### config.mk
export PLATFORM = sky130hd
export DESIGN_NAME = vx_dispatch_arb
export DESIGN_NICKNAME = d
export VERILOG_FILES = /design/src/rtl/vx_gpu_pkg.sv /design/src/rtl/vx_dispatch_rr_sel.sv /design/src/rtl/vx_dispatch_arb.sv
export SDC_FILE = /design/constraint.sdc
export NUM_CORES = 1
export LEC_CHECK = 0
export CORE_AREA = 2 2 131 133
export DETAILED_ROUTE_END_ITERATION = 10
export DIE_AREA = 0 0 133 135
export PLACE_DENSITY = 0.67
export SLEW_MARGIN = 20
export SYNTH_ARGS = -nofsm -noshare
export SYNTH_HDL_FRONTEND = slang
export SYNTH_SLANG_ARGS = --single-unit
### constraint.sdc
create_clock -name clk -period 3.2 [get_ports clk]
set_input_delay 0.64 -clock clk [delete_from_list [all_inputs] [get_ports clk]]
set_output_delay 0.64 -clock clk [all_outputs]
set_load 0.02 [all_outputs]
### src/rtl/vx_gpu_pkg.sv
// Shared dispatch-arbiter types: lock state encoding and selector width helpers.
package vx_gpu_pkg;

    typedef enum logic {
        ARB_IDLE   = 1'b0,
        ARB_LOCKED = 1'b1
    } arb_state_e;

    localparam int PERF_CTR_BITS = 32;

    function automatic int dispatch_sel_w(input int num_reqs);
        return (num_reqs > 1) ? $clog2(num_reqs) : 1;
    endfunction

    localparam int DISPATCH_SEL_W = dispatch_sel_w(4);

endpackage

### src/rtl/vx_dispatch_rr_sel.sv
// Rotate-priority selector: picks the first set mask bit at or after rr_ptr, wrapping.
module vx_dispatch_rr_sel
    import vx_gpu_pkg::*;
#(
    parameter int NUM_REQS = 4,
    parameter int SEL_W    = dispatch_sel_w(NUM_REQS)
) (
    input  logic [NUM_REQS-1:0] mask,
    input  logic [SEL_W-1:0]    rr_ptr,
    output logic [SEL_W-1:0]    grant_idx,
    output logic                grant_vld
);

    // Walk from farthest to nearest so the candidate closest to rr_ptr wins last.
    always_comb begin
        grant_vld = 1'b0;
        grant_idx = '0;
        for (int i = NUM_REQS - 1; i >= 0; i--) begin
            if (mask[(int'(rr_ptr) + i) % NUM_REQS]) begin
                grant_vld = 1'b1;
                grant_idx = SEL_W'((int'(rr_ptr) + i) % NUM_REQS);
            end
        end
    end

endmodule

### src/rtl/vx_dispatch_arb.sv
// Packet-locking round-robin dispatch arbiter with a single registered output beat.
// Optional stall counter output perf_stalls when DISPATCH_ARB_PERF_EN is defined.
module vx_dispatch_arb
    import vx_gpu_pkg::*;
#(
    parameter int NUM_REQS = 4,
    parameter int DATAW    = 64,
    localparam int SEL_W   = dispatch_sel_w(NUM_REQS)
) (
    input  logic                           clk,
    input  logic                           reset,
    input  logic [NUM_REQS-1:0]            valid_in,
    input  logic [NUM_REQS-1:0][DATAW-1:0] data_in,
    input  logic [NUM_REQS-1:0]            last_in,
    output logic [NUM_REQS-1:0]            ready_in,
    output logic                           valid_out,
    output logic [DATAW-1:0]               data_out,
    output logic                           last_out,
    output logic [SEL_W-1:0]               sel_out,
    input  logic                           ready_out
`ifdef DISPATCH_ARB_PERF_EN
    ,
    output logic [PERF_CTR_BITS-1:0]       perf_stalls
`endif
);

    localparam logic [NUM_REQS-1:0] ONE_HOT0 = NUM_REQS'(1);

    arb_state_e             state_p1, state_p0;
    logic [SEL_W-1:0]       lock_idx_p1, lock_idx_p0;
    logic [SEL_W-1:0]       rr_ptr_p1, rr_ptr_p0;
    logic [NUM_REQS-1:0]    mask_p0;
    logic [SEL_W-1:0]       sel_ptr_p0;
    logic [SEL_W-1:0]       grant_idx_p0;
    logic                   grant_vld_p0;
    logic                   stage_ready_p0;
    logic                   xfer_p0;

    logic                   vld_p1;
    logic [DATAW-1:0]       data_p1;
    logic                   last_p1;
    logic [SEL_W-1:0]       sel_p1;

    // ---- p0: grant selection (combinational) ----
    assign stage_ready_p0 = ~vld_p1 | ready_out;
    assign mask_p0    = (state_p1 == ARB_LOCKED) ? (valid_in & (ONE_HOT0 << lock_idx_p1)) : valid_in;
    assign sel_ptr_p0 = (state_p1 == ARB_LOCKED) ? lock_idx_p1 : rr_ptr_p1;

    vx_dispatch_rr_sel #(
        .NUM_REQS (NUM_REQS),
        .SEL_W    (SEL_W)
    ) u_rr_sel (
        .mask      (mask_p0),
        .rr_ptr    (sel_ptr_p0),
        .grant_idx (grant_idx_p0),
        .grant_vld (grant_vld_p0)
    );

    assign xfer_p0  = grant_vld_p0 & stage_ready_p0 & ~reset;
    assign ready_in = xfer_p0 ? (ONE_HOT0 << grant_idx_p0) : '0;

    always_comb begin
        state_p0    = state_p1;
        lock_idx_p0 = lock_idx_p1;
        rr_ptr_p0   = rr_ptr_p1;
        if (xfer_p0) begin
            if (last_in[grant_idx_p0]) begin
                state_p0  = ARB_IDLE;
                rr_ptr_p0 = (grant_idx_p0 == SEL_W'(NUM_REQS - 1)) ? '0 : grant_idx_p0 + SEL_W'(1);
            end else begin
                state_p0    = ARB_LOCKED;
                lock_idx_p0 = grant_idx_p0;
            end
        end
    end

    always_ff @(posedge clk) begin
        if (reset) begin
            state_p1    <= ARB_IDLE;
            lock_idx_p1 <= '0;
            rr_ptr_p1   <= '0;
        end else begin
            state_p1    <= state_p0;
            lock_idx_p1 <= lock_idx_p0;
            rr_ptr_p1   <= rr_ptr_p0;
        end
    end

    // ---- p1: registered output beat ----
    always_ff @(posedge clk) begin
        if (reset) begin
            vld_p1  <= 1'b0;
            data_p1 <= '0;
            last_p1 <= 1'b0;
            sel_p1  <= '0;
        end else if (xfer_p0) begin
            vld_p1  <= 1'b1;
            data_p1 <= data_in[grant_idx_p0];
            last_p1 <= last_in[grant_idx_p0];
            sel_p1  <= grant_idx_p0;
        end else if (ready_out) begin
            vld_p1  <= 1'b0;
        end
    end

    assign valid_out = vld_p1;
    assign data_out  = data_p1;
    assign last_out  = last_p1;
    assign sel_out   = sel_p1;

`ifdef DISPATCH_ARB_PERF_EN
    logic [PERF_CTR_BITS-1:0] stall_cnt_p1;

    always_ff @(posedge clk) begin
        if (reset) begin
            stall_cnt_p1 <= '0;
        end else if ((|valid_in) && !xfer_p0) begin
            stall_cnt_p1 <= stall_cnt_p1 + PERF_CTR_BITS'(1);
        end
    end

    assign perf_stalls = stall_cnt_p1;
`endif

endmodule

==> flow_summary.toml <==
[sta]
max_slew_margin_pct = 50.4
min_period_over_period_pct = 96.3
setup_viol = 0
fmax_ghz = 0.324
maxSlewViolCount = 0
hold_ws_ns = 0.436
rsz0062_at_grt = "no"
finalClockSkew_ns = 0.00666
post-route-min-period_ns = 3.08
worstMarginPinSlew_ns = 0.744
finalHoldViolCount = 0

[cells_and_area]
antenna_cells = 0
nNetsFinal = 1252
drive_gt1_share_pct = 5.98
area.growth.synth_to_final_pct = 89.4

[yosys]
netlist-cell-type-count = 43
synthCells = 662
yosysTopAreaCell = "dfxtp_1"
synth-seq-cells = 73
synth_most_common_cell = "nand2_1"
synth.avg_cell_area_um2 = 6.81
synth_async_sr_flop_share_pct = 0
synth_top_area_share_pct = 32.4
ys_warn_count = 0
synth_fp_nets = 933
synth_area_um2 = 4510
synth-edff-count = 0
seq_area_frac_synth_pct = 32.4
synthFlopType = "dfxtp_1"
synth.top_cells.by_count = "nand2_1, a21oi_1, dfxtp_1, a211o_1, clkbuf_1"
synthTopCellsByArea = "dfxtp_1, nand2_1, a21oi_1, a211o_1, mux2i_1"

[global_routing]
grt_pass1_vias = 5494
grt_pass1_wl_um = 29100
grt_max_degree = 72
grt-ovfl-total = 0
track_usage_pct = 20.5
grt_antenna_before_repair = 0

[placement]
gp_congestion = 0.859
io_buffer_count = 338
dp_hpwl_um = 14000

[setup_path]
crit_start = "valid_in[0]"
reg2reg_from = "rr_ptr_p1[0]"
max_stage_delay_ns = 0.33
arrival_ns = 2.44
critPathMaxFanout = 7
critical-path-slowest-cell = "clkdlybuf4s15_1"
cp_cell_sequence = "clkdlybuf4s15_1 > mux2i_2 > o32ai_1 > a211oi_1 > or2_1 > buf_4 > ha_1 > and2_1 > buf_2"
startpoint_type = "input pin"
critPathTopFamily = "buffers and inverters"
crit_type = "input pin to output port"
cp-end-kind = "output port"
crit_buf_inv = 3
worstPathRequired_ns = 2.56

[route]
wl_um = 19000
wire_per_inst_um = 15.7
route.detailed.drc = 0
vias_per_cell = 4.77
drtPass1Iterations = 5
postRouteAntennaNets = 0
drtIter0Drc = 320
vias = 5747

[power]
power.total_mw = 6.54
power_density_nw_per_um2 = 766
p_leak_nw = 3.82
max-vdd-ir-drop_mv = 0.509

[floorplan]
rows = 47
chipWidth_um = 133
die_h_um = 135
core_um2 = 16400
dieArea_um2 = 18000
initial_core_util_pct = 27.5
pin_count = 339

[flow_run]
maxCapViolCount = 0

[worst_hold_path]
hold_start = "sel_out[0]"
holdCritPathClass = "flop to flop"

[clock_tree]
clockRootBuffer = "clkbuf_16"
cts_hold_buf = 0
cts.sinks = 73
path_clk_slew_ns = 0.06
insertion_delay_ns = 0.34
cts_buffers = 9
cts.path.max_buffers = 2
h-tree-depth = 3
cts_tree = "done"

[run_status]
status = "finished, final reports clean"
## power breakdown
group | total [mW] | internal [mW] | switching [mW]
clock network | 1.29 | 0.882 | 0.409
registers | 1.57 | 1.33 | 0.242
logic | 3.67 | 1.70 | 1.98
## worst register-to-register path: stages (launching register included)
cell     delay [ns]
dfxtp_2        0.49
mux2i_2        0.27
buf_4          0.15
nor4b_2        0.04
o22a_1         0.18
o21a_4         0.24
inv_4          0.07
buf_4          0.56
nand2_1        0.18
o22ai_2        0.27
mux2i_1        0.20
## cells by family after synthesis
family | Yosys count | synth area share (%)
AO/OA/AOI/OAI | 215 | 30.5
AND/OR/NAND/NOR | 298 | 26.3
flip-flops | 73 | 32.4
multiplexers | 11 | 2.47
buffers and inverters | 61 | 7.27
adder cells (fa/ha/maj) | 4 | 1.11
## final timing paths
| kind | to | slack, ns | cells after the start |
|---|---|---|---|
| worst min-delay path | sel_out[0] | 0.44 | 2 |
| worst max-delay path | ready_in[3] | 0.12 | 9 |
| worst min register to register | sel_out[0] | 0.44 | 2 |
| worst max register to register | rr_ptr_p1[1] | 0.49 | 10 |
## state kept, by name, indices dropped and copies added (netlist names)
| name | count |
|---|---|
| data_out | 64 |
| last_out | 1 |
| lock_idx_p1 | 2 |
| rr_ptr_p1 | 2 |
| sel_out | 2 |
| state_p1 | 1 |
| valid_out | 1 |
## what timing repair did
action / 4_1_cts / 5_1_grt
hold endpoints to repair: 0 / 0
pin swaps: 3 / 0
endpoints found under the setup margin: 4 / 5
buffers inserted: 1 / 1
gates resized for setup: 18 / 4
## per-stage QoR
step | instances | utilization (%) | setup TNS (ns) | instance area [um2] | setup WS (ns)
after CTS | 1205 | 51.9 | 0 | 8520 | 0.00286
after global routing | 1206 | 52.1 | 0 | 8540 | 0.00789
final | 1206 | 52.1 | 0 | 8540 | 0.117
after floorplan | 662 | - | 0 | 4510 | 0.237
after global placement | 1188 | 49.6 | -2.60 | 8130 | -0.499
after detailed placement | 1188 | 49.6 | -2.82 | 8130 | -0.507
## placed cells by master (no fill, tap or decap), types with 3 or more instances in the layout
master / synthesis / final
nor3_1: 3 / 3
mux2i_1: 10 / 9
clkdlybuf4s15_2: 0 / 3
and2_1: 4 / 4
inv_1: 4 / 4
a21oi_1: 131 / 131
nand2b_1: 7 / 6
dfxtp_1: 73 / 72
buf_4: 12 / 21
nand3_1: 3 / 3
o22a_1: 3 / 3
buf_12: 0 / 5
nor2_1: 6 / 5
bufinv_16: 0 / 4
clkbuf_16: 0 / 9
ha_1: 4 / 4
clkdlybuf4s50_1: 0 / 330
nand2_1: 266 / 266
a211o_1: 65 / 65
## cell type report
type / instances / area, um2
clock buffers: 11 / 253
well taps: 220 / 275
flip-flops and latches: 73 / 1460
repair buffers: 364 / 3640
fillers: 1603 / 7870
inverters: 5 / 21.3
multi-input cells: 528 / 2770
clock inverters: 5 / 125
## per-layer routing
layer  part of all wire [%]  wire (um)  global-route usage [%]  up-vias
li1                       -          -                       -     2904
met1                     39       7460                    22.8     2559
met2                     49       9250                    36.2      249
met3                    9.1       1720                    6.31       35
met4                    2.9        542                    8.42        0
met5                      0          0                       0        -
Note: power is estimated with default switching activity, not from simulation.
